[src/rtl/dot_product_mac.sv]
// Multi-lane signed multiply-accumulate engine.
// Each accepted beat carries LANES operand pairs; their dot product is summed
// across a burst framed by first/last tags, and one ACC_WIDTH result per burst
// is returned over a ready/valid handshake. Two pipeline stages (products, then
// adder tree) feed an accumulator that saturates or wraps on signed overflow.
module dot_product_mac #(
    parameter int unsigned WIDTH     = 8,
    parameter int unsigned LANES     = 4,
    parameter int unsigned ACC_WIDTH = 32,
    parameter int unsigned SATURATE  = 1
) (
    input  logic                   clock,
    input  logic                   reset,
    input  logic                   in_valid,
    output logic                   in_ready,
    input  logic                   in_first,
    input  logic                   in_last,
    input  logic [LANES*WIDTH-1:0] x,
    input  logic [LANES*WIDTH-1:0] y,
    output logic [ACC_WIDTH-1:0]   mac,
    output logic                   overflow,
    output logic                   out_valid,
    input  logic                   out_ready,
    output logic                   busy
);

    typedef enum logic [1:0] {
        S_IDLE,
        S_ACCUM,
        S_HOLD
    } state_e;

    localparam logic signed [ACC_WIDTH-1:0] ACC_MAX = {1'b0, {(ACC_WIDTH-1){1'b1}}};
    localparam logic signed [ACC_WIDTH-1:0] ACC_MIN = {1'b1, {(ACC_WIDTH-1){1'b0}}};

    // Sign-extend both lane operands to full product width before multiplying.
    function automatic logic signed [2*WIDTH-1:0] lane_mul(input logic [WIDTH-1:0] a,
                                                           input logic [WIDTH-1:0] b);
        logic signed [2*WIDTH-1:0] a_ext;
        logic signed [2*WIDTH-1:0] b_ext;
        a_ext = (2*WIDTH)'($signed(a));
        b_ext = (2*WIDTH)'($signed(b));
        return a_ext * b_ext;
    endfunction

    state_e                      state_q;
    logic                        out_valid_q;
    logic [ACC_WIDTH-1:0]        mac_q;
    logic                        ovf_out_q;

    logic                        p1_valid_q, p1_first_q, p1_last_q;
    logic signed [2*WIDTH-1:0]   p1_prod_d [LANES];
    logic signed [2*WIDTH-1:0]   p1_prod_q [LANES];

    logic                        p2_valid_q, p2_first_q, p2_last_q;
    logic signed [ACC_WIDTH-1:0] p2_sum_d;
    logic signed [ACC_WIDTH-1:0] p2_sum_q;

    logic signed [ACC_WIDTH-1:0] acc_q, acc_d;
    logic                        ovf_q, ovf_d;

    logic                        accept;
    logic                        last_in_flight;
    logic                        p2_closes;

    assign accept         = in_valid && in_ready;
    assign last_in_flight = (p1_valid_q && p1_last_q) || (p2_valid_q && p2_last_q);
    assign p2_closes      = p2_valid_q && p2_last_q;

    assign in_ready  = !out_valid_q && !last_in_flight;
    assign out_valid = out_valid_q;
    assign mac       = mac_q;
    assign overflow  = ovf_out_q;
    assign busy      = (state_q != S_IDLE) || p1_valid_q || p2_valid_q;

    // Per-lane signed products of the offered beat.
    always_comb begin
        for (int i = 0; i < LANES; i++) begin
            p1_prod_d[i] = lane_mul(x[i*WIDTH +: WIDTH], y[i*WIDTH +: WIDTH]);
        end
    end

    // P1 register: products and burst tags of the accepted beat.
    always_ff @(posedge clock or negedge reset) begin
        if (!reset) begin
            p1_valid_q <= 1'b0;
            p1_first_q <= 1'b0;
            p1_last_q  <= 1'b0;
            // NOTE: the product array is only LANES entries wide, so it is reset
            // with everything else; a reset must leave no stale beat behind.
            for (int i = 0; i < LANES; i++) begin
                p1_prod_q[i] <= '0;
            end
        end else begin
            // NOTE: sequential state uses non-blocking assignments so every
            // register samples the pre-edge values of its neighbours.
            p1_valid_q <= accept;
            p1_first_q <= accept && in_first;
            p1_last_q  <= accept && in_last;
            for (int i = 0; i < LANES; i++) begin
                p1_prod_q[i] <= accept ? p1_prod_d[i] : '0;
            end
        end
    end

    // Balanced adder tree over the sign-extended products (leaves at the back).
    always_comb begin
        logic signed [ACC_WIDTH-1:0] tree [2*LANES-1];
        // NOTE: every combinational output gets a default first so no path
        // through the block can leave it unassigned and infer a latch.
        for (int k = 0; k < 2*LANES-1; k++) begin
            tree[k] = '0;
        end
        for (int i = 0; i < LANES; i++) begin
            tree[LANES-1+i] = ACC_WIDTH'(p1_prod_q[i]);
        end
        for (int k = LANES-2; k >= 0; k--) begin
            tree[k] = tree[2*k+1] + tree[2*k+2];
        end
        p2_sum_d = tree[0];
    end

    // P2 register: beat sum and tags, ready to be folded into the accumulator.
    always_ff @(posedge clock or negedge reset) begin
        if (!reset) begin
            p2_valid_q <= 1'b0;
            p2_first_q <= 1'b0;
            p2_last_q  <= 1'b0;
            p2_sum_q   <= '0;
        end else begin
            p2_valid_q <= p1_valid_q;
            p2_first_q <= p1_first_q;
            p2_last_q  <= p1_last_q;
            p2_sum_q   <= p2_sum_d;
        end
    end

    // Next accumulator value with signed-overflow detection and optional clamp.
    always_comb begin
        logic signed [ACC_WIDTH-1:0] base;
        logic signed [ACC_WIDTH-1:0] raw;
        logic                        ovf_now;
        base    = p2_first_q ? '0 : acc_q;
        raw     = base + p2_sum_q;
        ovf_now = (base[ACC_WIDTH-1] == p2_sum_q[ACC_WIDTH-1]) &&
                  (raw[ACC_WIDTH-1] != base[ACC_WIDTH-1]);
        acc_d   = raw;
        if (ovf_now && (SATURATE != 0)) begin
            acc_d = base[ACC_WIDTH-1] ? ACC_MIN : ACC_MAX;
        end
        ovf_d = (p2_first_q ? 1'b0 : ovf_q) | ovf_now;
    end

    // Accumulator and sticky overflow; both restart at zero once a burst closes.
    always_ff @(posedge clock or negedge reset) begin
        if (!reset) begin
            acc_q <= '0;
            ovf_q <= 1'b0;
        end else if (p2_valid_q) begin
            acc_q <= p2_last_q ? '0 : acc_d;
            ovf_q <= p2_last_q ? 1'b0 : ovf_d;
        end
    end

    // Handshake FSM with registered result, flag and out_valid.
    always_ff @(posedge clock or negedge reset) begin
        if (!reset) begin
            state_q     <= S_IDLE;
            out_valid_q <= 1'b0;
            mac_q       <= '0;
            ovf_out_q   <= 1'b0;
        end else begin
            case (state_q)
                S_IDLE, S_ACCUM: begin
                    if (p2_closes) begin
                        state_q     <= S_HOLD;
                        out_valid_q <= 1'b1;
                        mac_q       <= acc_d;
                        ovf_out_q   <= ovf_d;
                    end else if (accept && !in_last) begin
                        state_q <= S_ACCUM;
                    end
                end
                S_HOLD: begin
                    if (out_ready) begin
                        state_q     <= S_IDLE;
                        out_valid_q <= 1'b0;
                    end
                end
                default: begin
                    state_q     <= S_IDLE;
                    out_valid_q <= 1'b0;
                end
            endcase
        end
    end

endmodule

[config.mk]
export PLATFORM = sky130hd
export DESIGN_NAME = dot_product_mac
export DESIGN_NICKNAME = d
export VERILOG_FILES = /design/src/rtl/dot_product_mac.sv
export SDC_FILE = /design/constraint.sdc
export NUM_CORES = 1
export LEC_CHECK = 0
export ABC_CLOCK_PERIOD_IN_PS = 4300
export BUFFER_PORTS_ARGS = -buffer_cell sky130_fd_sc_hd__buf_4
export CORE_ASPECT_RATIO = 0.75
export CORE_MARGIN = 3
export CORE_UTILIZATION = 40
export CTS_CLUSTER_DIAMETER = 80
export CTS_CLUSTER_SIZE = 40
export DETAILED_ROUTE_END_ITERATION = 10
export GPL_ROUTABILITY_DRIVEN = 0
export GPL_TIMING_DRIVEN = 0
export PLACE_DENSITY_LB_ADDON = 0.12
export SLEW_MARGIN = 30
export SYNTH_ARGS = -nofsm -noshare
export SYNTH_HDL_FRONTEND = slang
export SYNTH_SLANG_ARGS = --single-unit
[constraint.sdc]
create_clock -name clock -period 4.3 [get_ports clock]
set_input_delay 0.86 -clock clock [delete_from_list [all_inputs] [get_ports clock]]
set_output_delay 0.86 -clock clock [all_outputs]
set_load 0.005 [all_outputs]
Word level (Yosys, flattened, before mapping)
Cells that the tools add are included.
{"block": "word_totals", "in_bits": 70, "reg_bits": 157, "output_inout_bits": 36}
{"block": "classes", "n_reduce_logical": 20, "add_sub_neg": 4, "eq_ne": 7, "bitwise": 1, "n_mul": 4, "n_mux": 17}
{"operator": "2-to-1 mux 32 bit", "n": 4}
{"operator": "multiplier 8 x 8 -> 16 bit", "n": 4}
{"operator": "2-to-1 mux 16 bit", "n": 4}
{"operator": "adder 16 x 16 -> 17 bit", "n": 2}
{"operator": "adder 32 x 18 -> 32 bit", "n": 1}
{"operator": "adder 17 x 17 -> 18 bit", "n": 1}
{"operator": "logical AND 1 bit", "n": 8}
{"operator": "2-to-1 mux 2 bit", "n": 3}
{"operator": "AND reduction 2 bit", "n": 3}
{"operator": "2-to-1 mux 1 bit", "n": 4}
{"operator": "!= test 2 bit (second input constant)", "n": 2}
{"operator": "case mux 2 bit (2 select lines)", "n": 1}
{"operator": "logical NOT 1 bit", "n": 3}
{"operator": "logical OR 1 bit", "n": 3}
{"operator": "!= test 3 bit (second input constant)", "n": 1}
{"operator": "equality test 2 x 1 -> 1 bit (second input constant)", "n": 1}
{"operator": "equality test 2 bit (second input constant)", "n": 1}
{"operator": "logical NOT 2 bit", "n": 1}
{"operator": "case mux 1 bit (2 select lines)", "n": 1}
{"operator": "nonzero test 2 bit", "n": 1}
{"operator": "OR reduction 2 bit", "n": 1}
{"operator": "equality test 1 bit", "n": 1}
{"operator": "!= test 1 bit", "n": 1}
{"operator": "OR 1 bit", "n": 1}

Logic depth before layout (Yosys ltp)
Gate-level depths: netlist of the first run.
{"block": "logic_depth", "word_depth": 9, "mapped_depth": 19, "depth_no_buf": 19}

Worst setup path after synthesis of the first run
Ideal clock, no wire load.
{"block": "synth_timing", "path_type": "input port to flip-flop", "start": "in x[3]", "end": "reg p1_prod_q[63] (netlist bit)", "t_required_ps": 4169, "path_buffers": 0, "slack_ps": -720, "t_arrival_ps": 4889, "cell_stages": 18, "setup_time_ps": 131, "path_cell_list": "and2_1 fa_1 inv_1 fa_1 inv_1 fa_1 inv_1 fa_1 inv_1 ha_1 inv_1 o21bai_1 a21oi_1 o21bai_1 a211o_1 a2111oi_0 or4_1 a21oi_1"}
{"block": "synth_via", "elab_chain_len": 2}
{"item": "from (decl)", "line_no": "18", "text": "input logic [LANES*WIDTH-1:0] x,"}
{"item": "multiplier 8 x 8 -> 16 bit", "line_no": "43", "text": "return a_ext * b_ext;"}
{"item": "2-to-1 mux 16 bit", "line_no": "101", "text": "p1_prod_q[i] <= accept ? p1_prod_d[i] : '0;"}
{"item": "to (signal, indexed assignment)", "line_no": "101"}
{"item": "to (decl)", "line_no": "53", "text": "logic signed [2*WIDTH-1:0] p1_prod_q [LANES];"}
No other way between the ends.
A chain may end at the register's enable or synchronous reset.

Final worst setup path of the first run
{"block": "layout_timing", "start": "in y[17]", "end": "reg p1_prod_q[31] (netlist bit)"}
{"block": "layout_via", "elab_chain_len": 2}
{"item": "from (decl)", "line_no": "19", "text": "input logic [LANES*WIDTH-1:0] y,"}
{"item": "multiplier 8 x 8 -> 16 bit", "line_no": "43"}
{"item": "2-to-1 mux 16 bit", "line_no": "101"}
No other way between the ends.

==> impl_metrics.yaml, run 1 <==
status:
  run_status: "finished with violations"
  violations_in_the_final_reports: "setup timing"
logic_synthesis:
  netlist_area_sq_mm: 0.01799
  synth_top_area_share_pct: 28.26
  cell_types_with_the_highest_counts_after_synthesis: "inv_1, fa_1, and2_1, ha_1, dfrtp_1"
  synth_seq_cells: 157
  syn-num-nets: 2386
  post_synth.cell_area_avg_sq_um: 9.481
  yosysWarnings: 0
  synth.top_cells.by_area: "fa_1, dfrtp_1, ha_1, inv_1, and2_1"
  ffs_w_async_s_r_synth_pct: 100.0
  synth.yosys.seq_area_share_pct: 21.83
  synth_flop_cell: "dfrtp_1"
  synth_enable_flop_cells: 0
  netlist-cell-type-count: 53
  synthesis.instances: 1898
  synth_most_common_cell: "inv_1"
  synth.largest_area_cell: "fa_1"
sta:
  timing.slew.headroom_pct: 40.26
  finalSetupViolations: 17
  final_period_minus_worst_setup_slack_ps: 4742
  post-route-period-util_pct: 110.3
  clock_skew_ps: 20.32
  final_worst_hold_slack_ps: 333.1
  timing_worst_slew_pin_value_ps: 896.0
  finalHoldViolCount: 0
  setup_ws_final_ps: -442.3
  setup_repair_after_global_routing_missed_its_margin: "yes"
  slew_viol_final: 0
  max_clock_freq_mhz: 210.9
placed_design:
  place.port_buffers: 104
  placed_cells_incl_taps: 2581
  dp_hpwl_microns: 33780
floorplanning:
  start_util_pct: 41.04
  die_height_microns: 189.7
  core_area_sq_mm: 0.04385
  die_w_microns: 250.9
  die-area_sq_mm: 0.04759
  placement_rows: 66
  floorplan.io_pins: 106
drt:
  route.vias.total: 12970
  wl_per_cell_microns: 15.53
  drc_errors: 0
  final_antenna_net_count: 0
  drt_first_iter_violations: 608
  postRouteWirelength_microns: 41370
  drt_pre_antenna_iters: 5
  drt-vias-per-instance: 4.869
finish:
  seqCellArea_sq_mm: 0.003929
  post_route_cells_drive_above_1_share_pct: 15.00
  multiInputGateArea_sq_mm: 0.01305
  area_growth_pct: 18.46
  final_cells: 2664
  fill_cells: 4151
  nets: 2561
  n_antenna_cell: 0
setup_path:
  worst_path_max_delay_cell: "fa_1"
  critPathCaptureType: "flip-flop"
  critical_path.n_buffers_inverters: 6
  worst_path_largest_cell_delay_ps: 550
  cp_cell_sequence: "buf_4, and2_4, fa_1, inv_1, fa_1, inv_1, fa_1, inv_2, fa_1, inv_2, ha_4, inv_2, o21bai_1, a21oi_2, o21bai_1, a211o_1, a2111oi_2, or4_1, a21oi_1"
  crit_path_start_kind: "input port"
  critical_path_peak_fanout: 8
  cell_family_with_most_cp_delay: "adder cells"
  arrival_ps: 5090
  worst_path_most_repeated_cell: "fa_1"
  worst-setup-path-type: "input port to flip-flop"
  cp.required_ps: 4650
pwr:
  peakVddDrop_uv: 364.5
  p_per_area_mw_per_mm2: 671.2
  p_leak_nw: 10.84
grt:
  pin_count_of_the_biggest_net_entering_global_routing: 84
  grt_antenna_before_repair: 4
  grt-ovfl-total: 0
  first_global_vias: 13620
  grtUsageTotal_pct: 18.28
  grt_first_pass_wirelength_microns: 70960
clock_network:
  cts-root-to-sink-buffers: 2
  clockRootBuffer: "clkbuf_16"
  clock_sink_count: 157
  cts_tree: "built"
  cts.reportedPaths.clkPinSlew_ps: 80
  ctsHtreeMaxLevel: 4
  cts_inserted_buffers: 17
  worst_skew_pair.late_latency_ps: 450
  cts_hold_buf: 0
run:
  drv_cap: 0
hold_path:
  min_delay_worst_type: "flip-flop to flip-flop"
repair_timing:
item                                    in CTS  in global routing
endpoints found under the setup margin      16                 22
resized for setup                           69                 68
setup buffers                               33                 18
pin swaps                                   62                 59
power by group:
part	internal (mW)	switching, mW	total [mW]
registers	2.03	0.312	2.34
clock network	0.802	0.771	1.57
logic	4.70	5.69	10.4
state kept, by name, summed over array words and instances, names as in the netlist:
| signal | cells |
|---|---|
| p1_prod_q | 64 |
| acc_q | 32 |
| mac | 32 |
| p2_sum_q | 18 |
| state_q | 2 |
| out_valid | 1 |
| overflow | 1 |
| ovf_q | 1 |
| p1_first_q | 1 |
| p1_last_q | 1 |
| p1_valid_q | 1 |
| p2_first_q | 1 |
| p2_last_q | 1 |
| p2_valid_q | 1 |
final timing paths:
kind                                      startpoint                      end  slack [ps]  cells past startpoint
worst max-delay path                           y[17]  p1_prod_q[31]$_DFF_PN0_        -440                     19
worst min-delay path            p1_first_q$_DFF_PN0_     p2_first_q$_DFF_PN0_         330                      0
worst max register to register  p2_first_q$_DFF_PN0_      mac[30]$_DFFE_PN0P_         290                     13
worst min register to register  p1_first_q$_DFF_PN0_     p2_first_q$_DFF_PN0_         330                      0
max in group asynchronous                      reset   p1_prod_q[1]$_DFF_PN0_        3090                      2
min in group asynchronous                      reset      mac[23]$_DFFE_PN0P_         390                      1
routing by layer:
metal | share of wire (%) | up-vias | global-route usage (%)
met5 | 0 | - | 0
met1 | 52 | 6447 | 28.27
li1 | - | 6318 | -
met4 | 0.85 | 0 | 2.921
met3 | 3.0 | 29 | 1.982
met2 | 44 | 177 | 28.18
metrics by stage:
stage / worst slack (ps) / cell area [sq um] / utilization [%] / power, mW / TNS (ps)
after floorplan: -481.3 / 18170 / - / 9.020 / -3237
after global placement: -1111 / 19670 / 44.86 / 11.30 / -13430
after detailed placement: -1142 / 19710 / 44.94 / 11.41 / -13850
after CTS: -520.5 / 20860 / 47.56 / 13.66 / -3831
after global routing: -605.6 / 21320 / 48.61 / 15.83 / -6175
final: -442.3 / 21320 / 48.61 / 14.31 / -3505
kinds of logic after synthesis:
logic type               count (synthesis)  share of synthesized area, %
buffers and inverters                  413                         8.671
multiplexers                             4                        0.2503
AO/OA/AOI/OAI                          270                         9.436
XOR/XNOR                               101                         4.916
adder cells (fa/ha/maj)                418                         39.66
AND/OR/NAND/NOR                        535                         15.23
flip-flops                             157                         21.83
cell usage in the layout, fill, tap and decap left out, types with 45 or more instances in the layout:
cell / Yosys / layout
fa_1: 254 / 249
nor2_1: 126 / 123
a21oi_1: 73 / 45
ha_1: 164 / 155
and2_1: 175 / 156
xnor2_1: 68 / 64
dfrtp_1: 157 / 157
nand2_1: 117 / 117
buf_4: 2 / 116
inv_1: 384 / 362
worst reg2reg max path, stage by stage (launching register included):
cell      delay, ps
dfrtp_1         480
clkbuf_1        380
nor2_1          100
ha_1            240
fa_1            450
a21oi_1         210
o22ai_1         140
o31a_1          370
a211o_1         350
a22oi_1         290
a21oi_1         160
o22ai_1         340
nor4b_1         290
nor3_1           80
layout make-up:
type	instances	area share, %
Clock buffer	17	1.996
Clock inverter	15	0.9920
Multi-Input combinational cell	1328	61.24
Buffer	29	0.5576
Timing Repair Buffer	156	6.609
Inverter	384	6.785
Tap cell	578	3.393
Sequential cell	157	18.43
Note: power is estimated with default switching activity, not from simulation.
==> inputs of run 2 (changes only) <==
--- a/config.mk
+++ b/config.mk
@@ -6,13 +6,13 @@
 export NUM_CORES = 1
 export LEC_CHECK = 0
 export ABC_CLOCK_PERIOD_IN_PS = 4300
-export BUFFER_PORTS_ARGS = -buffer_cell sky130_fd_sc_hd__buf_4
 export CORE_ASPECT_RATIO = 0.75
 export CORE_MARGIN = 3
 export CORE_UTILIZATION = 40
 export CTS_CLUSTER_DIAMETER = 80
-export CTS_CLUSTER_SIZE = 40
+export CTS_CLUSTER_SIZE = 12
 export DETAILED_ROUTE_END_ITERATION = 10
+export DONT_BUFFER_PORTS = 1
 export GPL_ROUTABILITY_DRIVEN = 0
 export GPL_TIMING_DRIVEN = 0
 export PLACE_DENSITY_LB_ADDON = 0.12
==> run 2 against run 1 <==
Effect of this change:
- the run still ends with setup timing left
- critical endpoint is now p1_prod_q[63]$_DFF_PN0_
- utilization is 3.2 points lower
- global-route usage is 0.49 points lower
- sequential share of layout area is 1.3 points higher
- worst hold slack worse by 220 ps
- combinational power is 10% lower
- clock-buffer cell count stayed put
==> impl_metrics.yaml, run 2 (same netlist as run 1, synthesis figures left out) <==
status:
  run_status: "finished with violations"
  violations_in_the_final_reports: "setup timing"
finish:
  nets: 2422
  final_common_cell: "inv_1"
  n_antenna_cell: 0
  area_growth_pct: 10.71
  number_of_flip_flops_in_the_largest_register: 64
  fill_cells: 4204
  largest-register: "p1_prod_q"
  post_route_cells_drive_above_1_share_pct: 8.115
  fin_area_sq_mm: 0.01992
  most-common-layout-cells: "inv_1, fa_1, and2_1"
clock_network:
  cts.reportedPaths.clkPinSlew_ps: 80
  cts_inserted_buffers: 17
  cts_tree: "built"
  clock_sink_count: 157
  clockRootBuffer: "clkbuf_16"
  cts_hold_buf: 0
  worst_skew_pair.late_latency_ps: 440
  ctsHtreeMaxLevel: 4
  cts-root-to-sink-buffers: 2
drt:
  postRouteWirelength_microns: 40490
  wl_per_cell_microns: 16.04
  drt_first_iter_violations: 573
  drc_errors: 0
  final_antenna_net_count: 0
  drt-vias-per-instance: 4.914
  drt_pre_antenna_iters: 5
  route.vias.total: 12410
floorplanning:
  start_util_pct: 41.04
  die-area_sq_mm: 0.04759
  floorplan.io_pins: 106
  die_w_microns: 250.9
  placement_rows: 66
  die_height_microns: 189.7
  core_area_sq_mm: 0.04385
setup_path:
  cp.required_ps: 4640
  crit_path_start_kind: "input port"
  worst_path_largest_cell_delay_ps: 540
  cell_family_with_most_cp_delay: "adder cells"
  worst-setup-path-type: "input port to flip-flop"
  critical_path_peak_fanout: 8
  register_to_register_setup_slack_ps: 430
  critical_path.n_buffers_inverters: 5
  critPathCaptureType: "flip-flop"
  cp_cell_sequence: "and2_4, fa_1, inv_2, fa_1, inv_2, fa_1, inv_1, fa_1, inv_2, ha_4, inv_2, o21bai_1, a21oi_2, o21bai_2, a211o_1, a2111oi_2, or4_4, a21oi_4"
  worst_path_max_delay_cell: "fa_1"
  arrival_ps: 4940
sta:
  clock_skew_ps: 16.54
  final_period_minus_worst_setup_slack_ps: 4601
  post-route-period-util_pct: 107.0
  timing.slew.headroom_pct: 40.96
  finalHoldViolCount: 0
  setup_ws_final_ps: -301.2
  setup_repair_after_global_routing_missed_its_margin: "yes"
  final_worst_hold_slack_ps: 109.7
  slew_viol_final: 0
  max_clock_freq_mhz: 217.3
  finalSetupViolations: 9
  timing_worst_slew_pin_value_ps: 885.7
grt:
  grt_first_pass_wirelength_microns: 68300
  pin_count_of_the_biggest_net_entering_global_routing: 158
  grtUsageTotal_pct: 17.79
  first_global_vias: 12870
  grt-ovfl-total: 0
  grt_antenna_before_repair: 4
placed_design:
  detailed_place.area_sq_mm: 0.01889
  place.port_buffers: 0
  dp_hpwl_microns: 33320
pwr:
  total_design_power_mw: 13.30
  p_leak_nw: 10.04
  p_per_area_mw_per_mm2: 667.8
  peakVddDrop_uv: 318.5
hold_path:
  min_delay_worst_type: "input port to async pin"
run:
  drv_cap: 0
==> run 2: changes by cell type in the layout (fill, tap and decap cells not counted), sizes merged <==
cell and change:
inv +5, clkinv -5, buf -139
==> run 2: area by class of cell <==
| class | count | area (sq um) | share of cell area (%) |
|---|---|---|---|
| Clock inverter | 15 | 211.5 | 1.061 |
| Timing Repair Buffer | 17 | 135.1 | 0.6783 |
| Multi-Input combinational cell | 1328 | 12930 | 64.92 |
| Tap cell | 578 | 723.2 | 3.630 |
| Sequential cell | 157 | 3929 | 19.72 |
| Inverter | 384 | 1444 | 7.248 |
| Buffer | 29 | 120.1 | 0.6029 |
| Clock buffer | 17 | 425.4 | 2.135 |
==> run 2: path summary, 6_finish.rpt <==
path	depth (start not counted)	from	to
max	18	x[3]	p1_prod_q[63]$_DFF_PN0_
min	0	reset	mac[23]$_DFFE_PN0P_
max reg2reg	13	p2_first_q$_DFF_PN0_	mac[30]$_DFFE_PN0P_
min reg2reg	0	p1_first_q$_DFF_PN0_	p2_first_q$_DFF_PN0_
max in group asynchronous	0	reset	p1_prod_q[32]$_DFF_PN0_
min in group clock	0	p1_first_q$_DFF_PN0_	p2_first_q$_DFF_PN0_
==> run 2: repair_timing <==
item	CTS	global route
setup buffers	7	10
resized for setup	15	46
pin swaps	23	45
setup endpoints to repair	7	16
==> run 2: report_power, final <==
part	switching [mW]	internal, mW	total [mW]
sequential	0.349	2.03	2.38
clock	0.793	0.815	1.61
combinational	5.29	4.02	9.31
==> run 2: metrics by stage <==
stage               worst slack (ps)  util (%)  setup TNS (ps)  std cells
global placement              -996.6     43.08           -8931       2476
detailed placement            -979.6     43.08           -9240       2476
CTS                           -288.3     44.80           -1289       2515
floorplan                     -481.3         -           -3237       1898
global route                  -455.2     45.43           -2559       2525
finish                        -301.2     45.43           -1139       2525
==> run 2: layer usage <==
layer / track usage (%) / routed length (microns) / vias up
met2: 26.70 / 17490 / 197
met4: 2.676 / 327 / 0
li1: - / - / 6049
met3: 2.802 / 1505 / 19
met1: 27.62 / 21170 / 6143
met5: 0 / 0 / -
